$ cat src/rtl/regdump_pkg.sv
// Shared types and constants for the register-file dump engine.
package regdump_pkg;

  localparam int NREGS  = 32;
  localparam int ADDR_W = $clog2(NREGS);

  typedef enum logic [2:0] {
    IDLE,
    DRAIN,
    LOAD,
    SEND,
    CSUM
  } dump_state_t;

endpackage

$ cat src/rtl/regdump_xor_acc.sv
// XOR accumulator that folds register words into the optional checksum.
module regdump_xor_acc
  import regdump_pkg::*;
#(
  parameter int DATA_W = 32
) (
  input  logic              clk,
  input  logic              reset,
  input  logic              clear,
  input  logic              enable,
  input  logic [DATA_W-1:0] data_in,
  output logic [DATA_W-1:0] acc_value
);

  always_ff @(posedge clk or negedge reset) begin
    if (!reset) begin
      acc_value <= '0;
    end else if (clear) begin
      acc_value <= '0;
    end else if (enable) begin
      acc_value <= acc_value ^ data_in;
    end
  end

endmodule

$ cat src/rtl/regfile_dumper.sv
// Stalls the core and streams x0..x(NREGS-1) out over valid/ready.
// Define REGDUMP_CHECKSUM_EN to append an XOR checksum word after the last register.
module regfile_dumper
  import regdump_pkg::*;
#(
  parameter int DATA_W = 32
) (
  input  logic              clk,
  input  logic              reset,
  input  logic              start,
  output logic              cpu_stall,
  output logic [ADDR_W-1:0] rd_addr,
  input  logic [DATA_W-1:0] rd_data,
  output logic              out_valid,
  input  logic              out_ready,
  output logic [DATA_W-1:0] out_data,
  output logic [ADDR_W-1:0] out_idx,
  output logic              out_last,
  output logic              busy,
  output logic              done
);

  localparam logic [ADDR_W-1:0] LAST_IDX = ADDR_W'(NREGS - 1);

  dump_state_t state, state_next;
  logic handshake, word_final, load_word, finish, accept;

  always_ff @(posedge clk or negedge reset) begin
    if (!reset) begin
      state <= IDLE;
    end else begin
      state <= state_next;
    end
  end

  always_comb begin
    state_next = state;
    case (state)
      IDLE:  if (start) state_next = DRAIN;
      DRAIN: state_next = LOAD;
      LOAD:  state_next = SEND;
      SEND: begin
        if (handshake && word_final) begin
`ifdef REGDUMP_CHECKSUM_EN
          state_next = CSUM;
`else
          state_next = IDLE;
`endif
        end
      end
      CSUM:  if (handshake) state_next = IDLE;
      default: state_next = IDLE;
    endcase
  end

  // Stall, busy and valid are pure state decodes so reset clears them at once.
  always_comb begin
    busy       = (state != IDLE);
    cpu_stall  = (state != IDLE);
    out_valid  = (state == SEND) || (state == CSUM);
    handshake  = out_valid && out_ready;
    word_final = (out_idx == LAST_IDX);
    accept     = (state == IDLE) && start;
    load_word  = (state == LOAD) || ((state == SEND) && handshake && !word_final);
    finish     = handshake && out_last;
  end

`ifdef REGDUMP_CHECKSUM_EN
  logic [DATA_W-1:0] acc_value;

  regdump_xor_acc #(
    .DATA_W (DATA_W)
  ) u_xor_acc (
    .clk       (clk),
    .reset     (reset),
    .clear     (accept),
    .enable    (load_word),
    .data_in   (rd_data),
    .acc_value (acc_value)
  );
`endif

  // The next word is captured on the same edge as the current handshake.
  always_ff @(posedge clk or negedge reset) begin
    if (!reset) begin
      rd_addr  <= '0;
      out_data <= '0;
      out_idx  <= '0;
      out_last <= 1'b0;
      done     <= 1'b0;
    end else begin
      done <= finish;
      if (accept) begin
        rd_addr <= '0;
      end
      if (load_word) begin
        out_data <= rd_data;
        out_idx  <= rd_addr;
        rd_addr  <= rd_addr + ADDR_W'(1);
`ifdef REGDUMP_CHECKSUM_EN
        out_last <= 1'b0;
`else
        out_last <= (rd_addr == LAST_IDX);
`endif
      end
`ifdef REGDUMP_CHECKSUM_EN
      if ((state == SEND) && handshake && word_final) begin
        out_data <= acc_value;
        out_idx  <= '0;
        out_last <= 1'b1;
      end
`endif
      if (finish) begin
        out_last <= 1'b0;
      end
    end
  end

endmodule

$ cat config.mk
export PLATFORM = sky130hd
export DESIGN_NAME = regfile_dumper
export DESIGN_NICKNAME = d
export VERILOG_FILES = /design/src/rtl/regdump_pkg.sv /design/src/rtl/regdump_xor_acc.sv /design/src/rtl/regfile_dumper.sv
export SDC_FILE = /design/constraint.sdc
export NUM_CORES = 1
export LEC_CHECK = 0
export ABC_CLOCK_PERIOD_IN_PS = 1700
export BUFFER_PORTS_ARGS = -buffer_cell sky130_fd_sc_hd__buf_2
export CAP_MARGIN = 15
export CORE_UTILIZATION = 42
export DETAILED_ROUTE_END_ITERATION = 12
export PLACE_DENSITY = 0.78
export SLEW_MARGIN = 20
export SYNTH_ARGS = -nofsm -noshare
export SYNTH_HDL_FRONTEND = slang
export SYNTH_SLANG_ARGS = --single-unit
$ cat constraint.sdc
create_clock -name clk -period 1.7 [get_ports clk]
set_input_delay 0.34 -clock clk [delete_from_list [all_inputs] [get_ports clk]]
set_output_delay 0.34 -clock clk [all_outputs]
set_load 0.02 [all_outputs]
==> impl_metrics.env, run 1 <==
export IMPL_outcome="finished clean"
export IMPL_worst_slack_ns=0.0395
export IMPL_final_hold_violation_count=0
export IMPL_start_util_pct=43.8
export IMPL_cp_start_kind="register"
export IMPL_routed_via_count=1362
export IMPL_synth_compound_area_share_pct=5.14
export IMPL_first_pass_iters=6
export IMPL_post_cts_buffers=0
export IMPL_detail_route_wl_per_cell_um=14.0
export IMPL_fmax_mhz=602
export IMPL_viasPerCell=5.04
export IMPL_synthCells=129
export IMPL_grt_total_usage_pct=16.5
export IMPL_period_minus_slack_ns=1.66
export IMPL_grt_pass1_wl_um=6220
export IMPL_cts_tree="built"
export IMPL_cts_hold_buf=0
export IMPL_critPathArrivalTime_ns=1.84
export IMPL_synth_seq_cells=46
export IMPL_reg2reg_depth=6
export IMPL_synth_seq_area_share_pct=59.9
export IMPL_slew_headroom_pct=61.4
export IMPL_drive_gt1_share_pct=62.8
export IMPL_numCtsBuffers=5
export IMPL_combPwrFrac_pct=53.4
export IMPL_diodes=0
export IMPL_path_cells="inv_1, ha_2, a21o_1, o31a_4, buf_12, mux2_2"
export IMPL_htreeDepth=2
export IMPL_first_iter_violations=31
export IMPL_cts_root_buf="clkbuf_8"
export IMPL_avgSynthCellArea_um2=14.9
export IMPL_finalMaxSlewViolations=0
export IMPL_cpMaxStageDelayCell="dfrtp_1"
export IMPL_synth_cell_type_count=25
export IMPL_worst_pin_slew_ns=0.579
export IMPL_antenna_left=0
export IMPL_synthAdderAreaFrac_pct=3.26
export IMPL_drc=0
export IMPL_clock_skew_ns=0.00637
export IMPL_ios=83
export IMPL_p_clk_share_pct=11.4
export IMPL_cp_data_required_time_ns=1.88
export IMPL_place_congestion=0.768
export IMPL_sw_frac_of_total_pct=39.7
export IMPL_cpPeakStageDelay_ns=0.40
export IMPL_ir_worst_vdd_mv=1.09
export IMPL_hold_ws_ns=0.119
export IMPL_drv_cap=0
export IMPL_port_buffers=82
export IMPL_min_path_type="input port to asynchronous set/reset pin"
export IMPL_critPathKind="register to register"
export IMPL_muxShareOfSynthArea_pct=24.2
export IMPL_wirelength_um=3780
export IMPL_p_sw_w=0.00218
export IMPL_fp_dieH_um=69.6
export IMPL_clk_insertion_delay_late_ns=0.29
export IMPL_seqPwrFrac_pct=35.2
export IMPL_p_leak_nw=1.30
export IMPL_area_growth_pct=30.9
export IMPL_synth_xor_area_share_pct=0.456
export IMPL_rsz0062_at_grt="yes"
export IMPL_synthSimpleGateAreaFrac_pct=3.39
export IMPL_die_area_um2=4850
export IMPL_antenna_found_initial=0
export IMPL_die_x_um=69.6
export IMPL_setup_viol=0
export IMPL_synth_area_um2=1920
export IMPL_timing_final_crit_share_pct=97.7
export IMPL_dp_hpwl_um=2790
export IMPL_nets=259
export IMPL_crit_fanout=14
export IMPL_cp_end_kind="register"
export IMPL_path_clk_slew_ns=0.08
export IMPL_synth_nets=170
export IMPL_grt_overflow=0
export IMPL_grt_max_degree=47
export IMPL_synth_warnings=0
export IMPL_powerDensity_nw_per_um2=2180
export IMPL_coreArea_um2=4380
export IMPL_place_ws_ns=-0.0279
export IMPL_grt_pass1_vias=1344
export IMPL_synth_top_family_by_area="multiplexers"
export IMPL_intPower_w=0.00331
export IMPL_clockBufferDepth=2
export IMPL_rows=24
export IMPL_clock_sinks=46
-- what timing repair did --
action                                  4_1_cts  5_1_grt
endpoints found under the setup margin       15        8
gates resized for setup                       2        1
pin swaps                                     0        0
-- synthesized netlist by cell type, drive strengths merged --
| cell type | count | area (um2) |
|---|---|---|
| a21boi | 1 | 7.51 |
| a21o | 1 | 7.51 |
| a21oi | 1 | 5.00 |
| a221o | 1 | 10.0 |
| a221oi | 1 | 8.76 |
| a22o | 1 | 8.76 |
| a31o | 1 | 8.76 |
| and3 | 2 | 12.5 |
| and3b | 1 | 8.76 |
| buf | 6 | 47.5 |
| dfrtp | 46 | 1150 |
| ha | 5 | 62.6 |
| inv | 6 | 22.5 |
| mux2 | 38 | 465 |
| nand2 | 7 | 26.3 |
| nand3 | 1 | 5.00 |
| nand4 | 1 | 6.26 |
| nor2b | 1 | 6.26 |
| o21ai | 5 | 25.0 |
| o2bb2ai | 1 | 8.76 |
| o31a | 1 | 8.76 |
| xnor2 | 1 | 8.76 |
-- cell families (layout without fill, tap and decap cells) --
family                     Yosys count  count (layout)
xor gates and xnor gates             1               1
adders and majority gates            5               5
and+or+nand+nor                     13              13
AOI/OAI and AO/OA                   14              14
buffers and inverters               12             101
muxes                               38              38
DFF                                 46              46
-- path summary, 6_finish.rpt --
check                              from      endpoint  slack, ns
setup / recovery               state[0]  out_data[11]       0.04
hold / removal                    reset   out_data[6]       0.12
setup reg to reg               state[0]  out_data[11]       0.04
hold reg to reg            out_data[16]  out_data[16]       0.50
max in group asynchronous         reset  out_data[13]       1.18
min in group clk             rd_data[2]   out_data[2]       0.27
-- final cells by class --
class	count	area [um2]
timing repair buffer	88	484
multi-input combinational	71	714
sequential	46	1150
inverter	6	22.5
tap	52	65.1
clock inverter	2	10.0
clock buffer	5	68.8
fill	360	1870
-- flip-flops by register name, indices dropped and copies added, names as in the netlist --
register / flops
out_idx: 5
done: 1
rd_addr: 5
out_last: 1
state: 2
out_data: 32
-- power groups by stage --
stage | sequential, W | clock (W) | combinational (W)
2_1_floorplan | 0.00252 | 0 | 0.00144
3_3_place_gp | 0.00193 | 0 | 0.00283
3_5_place_dp | 0.00195 | 0 | 0.00292
4_1_cts | 0.00193 | 0.000656 | 0.00295
5_1_grt | 0.00201 | 0.000692 | 0.00312
6_report | 0.00193 | 0.000625 | 0.00293
-- layout by cell type (no fill, tap or decap), types with 2 or more instances in the layout --
| cell | Yosys | final |
|---|---|---|
| ha_1 | 5 | 3 |
| ha_2 | 0 | 2 |
| o21ai_0 | 5 | 5 |
| buf_12 | 0 | 2 |
| dfrtp_1 | 46 | 46 |
| mux2_2 | 28 | 28 |
| clkinv_2 | 0 | 2 |
| nand2_1 | 7 | 7 |
| mux2_4 | 10 | 10 |
| and3_1 | 2 | 2 |
| inv_1 | 6 | 6 |
| clkbuf_8 | 0 | 5 |
| buf_4 | 2 | 3 |
| buf_2 | 2 | 82 |
-- metal layers --
| layer | wire [um] | vias to the layer above | GRT usage (%) |
|---|---|---|---|
| met5 | 0 | - | 0 |
| li1 | - | 628 | - |
| met3 | 235 | 5 | 5.67 |
| met2 | 1920 | 52 | 27.5 |
| met1 | 1590 | 677 | 20.2 |
| met4 | 40 | 0 | 5.33 |
-- through the flow --
stage	setup TNS, ns	area [um2]	utilization (%)	std cells	power (W)
2_1_floorplan	0	1920	-	129	0.00395
6_report	0	2520	57.4	270	0.00548
3_5_place_dp	-0.0929	2420	55.3	263	0.00486
4_1_cts	0	2510	57.3	270	0.00554
3_3_place_gp	0	2420	55.3	263	0.00476
5_1_grt	-0.00846	2520	57.4	270	0.00582
-- worst max-delay path: cells and delay by family (launching register included) --
kind            cells  cell delay [ns]
flops               1             0.40
mux                 1             0.35
compound gates      2             0.31
buf+inv             2             0.26
fa+ha+maj           1             0.22
No activity file was read; power rests on OpenSTA's default activity.
==> inputs of run 2 (changes only) <==
Settings changed: CORE_ASPECT_RATIO from default to 0.9, CTS_CLUSTER_SIZE from default to 25, GPL_ROUTABILITY_DRIVEN from default to 0.
==> run 2 against run 1 <==
Final cell count increased by 6.3%. Global-route usage about the same. Sequential share of layout area decreased by 3.8 points. Sequential cell count unchanged. Largest power group unchanged. Highest routed layer unchanged.
==> impl_metrics.env, run 2 (synthesis gave the netlist of run 1 again) <==
export IMPL_worst_pin_slew_ns=0.482
export IMPL_reg_top3="out_data x32, out_idx x5, rd_addr x5"
export IMPL_critPathArrivalTime_ns=1.89
export IMPL_final_hold_violation_count=0
export IMPL_grt_pass1_wl_um=5900
export IMPL_fmax_mhz=589
export IMPL_diodes=0
export IMPL_grt_max_degree=28
export IMPL_antenna_found_initial=0
export IMPL_combPwrFrac_pct=55.7
export IMPL_cp_start_kind="register"
export IMPL_timing_final_crit_share_pct=99.9
export IMPL_first_iter_violations=47
export IMPL_placed_area_um2=2450
export IMPL_final_area_um2=2740
export IMPL_startpoint="state[0]"
export IMPL_outcome="finished clean"
export IMPL_period_minus_slack_ns=1.70
export IMPL_min_from="rd_data[13]"
export IMPL_powerDensity_nw_per_um2=2240
export IMPL_reg2reg_from="state[0]"
export IMPL_final_cell_mix="buf_2, dfrtp_1, mux2_2"
export IMPL_cts_root_buf="clkbuf_8"
export IMPL_cpPeakStageDelay_ns=0.42
export IMPL_min_path_type="input port to register"
export IMPL_sw_frac_of_total_pct=37.6
export IMPL_grt_overflow=0
export IMPL_critPathKind="register to register"
export IMPL_drc=0
export IMPL_coreArea_um2=4240
export IMPL_drv_cap=0
export IMPL_p_leak_nw=1.40
export IMPL_ios=83
export IMPL_p_clk_share_pct=12.8
export IMPL_clock_skew_ns=0.00732
export IMPL_seqPwrFrac_pct=31.4
export IMPL_detail_route_wl_per_cell_um=14.0
export IMPL_start_util_pct=45.3
export IMPL_grt_pass1_vias=1368
export IMPL_critical_path_buf_inv_count=2
export IMPL_worst_slack_ns=0.00253
export IMPL_first_pass_iters=3
export IMPL_fp_dieH_um=66.2
export IMPL_grt_total_usage_pct=16.5
export IMPL_dp_hpwl_um=2750
export IMPL_slew_headroom_pct=67.9
export IMPL_cpMaxStageDelayCell="dfrtp_1"
export IMPL_htreeDepth=2
export IMPL_clockBufferDepth=2
export IMPL_wirelength_um=4020
export IMPL_ir_worst_vdd_mv=1.30
export IMPL_cp_data_required_time_ns=1.89
export IMPL_cp_end_kind="register"
export IMPL_port_buffers=82
export IMPL_path_cells="inv_2, ha_4, a21o_1, o31a_4, clkbuf_16, mux2_2"
export IMPL_crit_fanout=9
export IMPL_routed_via_count=1384
export IMPL_numCtsBuffers=5
export IMPL_largest_register_ffs=32
export IMPL_viasPerCell=4.82
export IMPL_crit_family="flip-flops"
export IMPL_cts_tree="built"
export IMPL_clk_insertion_delay_late_ns=0.30
export IMPL_setup_viol=0
export IMPL_clock_sinks=46
export IMPL_rsz0062_at_grt="yes"
export IMPL_nFillCells=344
export IMPL_place_ws_ns=0.0127
export IMPL_largest_register="out_data"
export IMPL_rows=22
export IMPL_power_w=0.00615
export IMPL_finalMaxSlewViolations=0
export IMPL_die_x_um=73.3
export IMPL_area_growth_pct=42.8
export IMPL_drive_gt1_share_pct=64.8
export IMPL_path_clk_slew_ns=0.08
export IMPL_die_area_um2=4850
export IMPL_antenna_left=0
export IMPL_intPower_w=0.00383
export IMPL_final_common_cell="buf_2"
export IMPL_hold_ws_ns=0.262
export IMPL_p_sw_w=0.00232
export IMPL_nets=267
run 2: cell types whose count changed in the layout (fill, tap and decap cells not counted), moves of 2 or more:
cell / previous run / this run
clkbuf_16: 0 / 4
mux2_2: 28 / 25
buf_6: 1 / 3
ha_2: 2 / 0
ha_4: 0 / 2
mux2_4: 10 / 13
run 2: power groups by stage:
stage / Sequential (W) / Combinational (W) / Clock [W]
final: 0.00193 / 0.00343 / 0.000788
after floorplan: 0.00252 / 0.00144 / 0
after detailed placement: 0.00193 / 0.00291 / 0
after global routing: 0.00200 / 0.00366 / 0.000849
after CTS: 0.00192 / 0.00292 / 0.000809
after global placement: 0.00192 / 0.00286 / 0
run 2: area by class of cell:
type	count	area, um2	area share [%]
flip-flops and latches	46	1150	42.0
clock inverters	3	40.0	1.46
multi-input cells	72	756	27.5
inverters	6	22.5	0.821
clock buffers	5	68.8	2.51
repair buffers	95	629	22.9
well taps	60	75.1	2.74
run 2: worst register-to-register path, delay by kind of cell, from the launching register on:
kind	cells	cell delay (ns)
flops	1	0.42
compound gates	2	0.40
mux	1	0.33
buf+inv	2	0.28
fa+ha+maj	1	0.16
run 2: timing repair:
action,CTS,global route
endpoints found under the hold margin,8,0
endpoints found under the setup margin,0,39
resized for setup,0,11
setup buffers,0,1
hold buffers,1,0
run 2: worst paths after layout:
kind,to,slack [ns],cells after the start
setup reg to reg,out_data[31],0.003,6
setup / recovery,out_data[31],0.003,6
max in group asynchronous,out_idx[4],0.66,3
min in group asynchronous,state[0],0.54,2
hold / removal,out_data[13],0.26,2
hold reg to reg,out_data[3],0.51,1
run 2: metal layers:
| metal | GRT usage (%) | wire (um) | up-vias |
|---|---|---|---|
| li1 | - | - | 653 |
| met1 | 19.3 | 1720 | 658 |
| met2 | 26.6 | 1860 | 66 |
| met3 | 5.79 | 355 | 7 |
| met4 | 8.89 | 84 | 0 |
| met5 | 0 | 0 | - |
run 2: per-stage QoR:
stage,TNS (ns),instances,utilization (%)
2_1_floorplan,0,129,-
3_3_place_gp,0,271,57.7
3_5_place_dp,0,271,57.7
4_1_cts,0,280,60.5
5_1_grt,-0.625,287,64.7
6_report,0,287,64.7
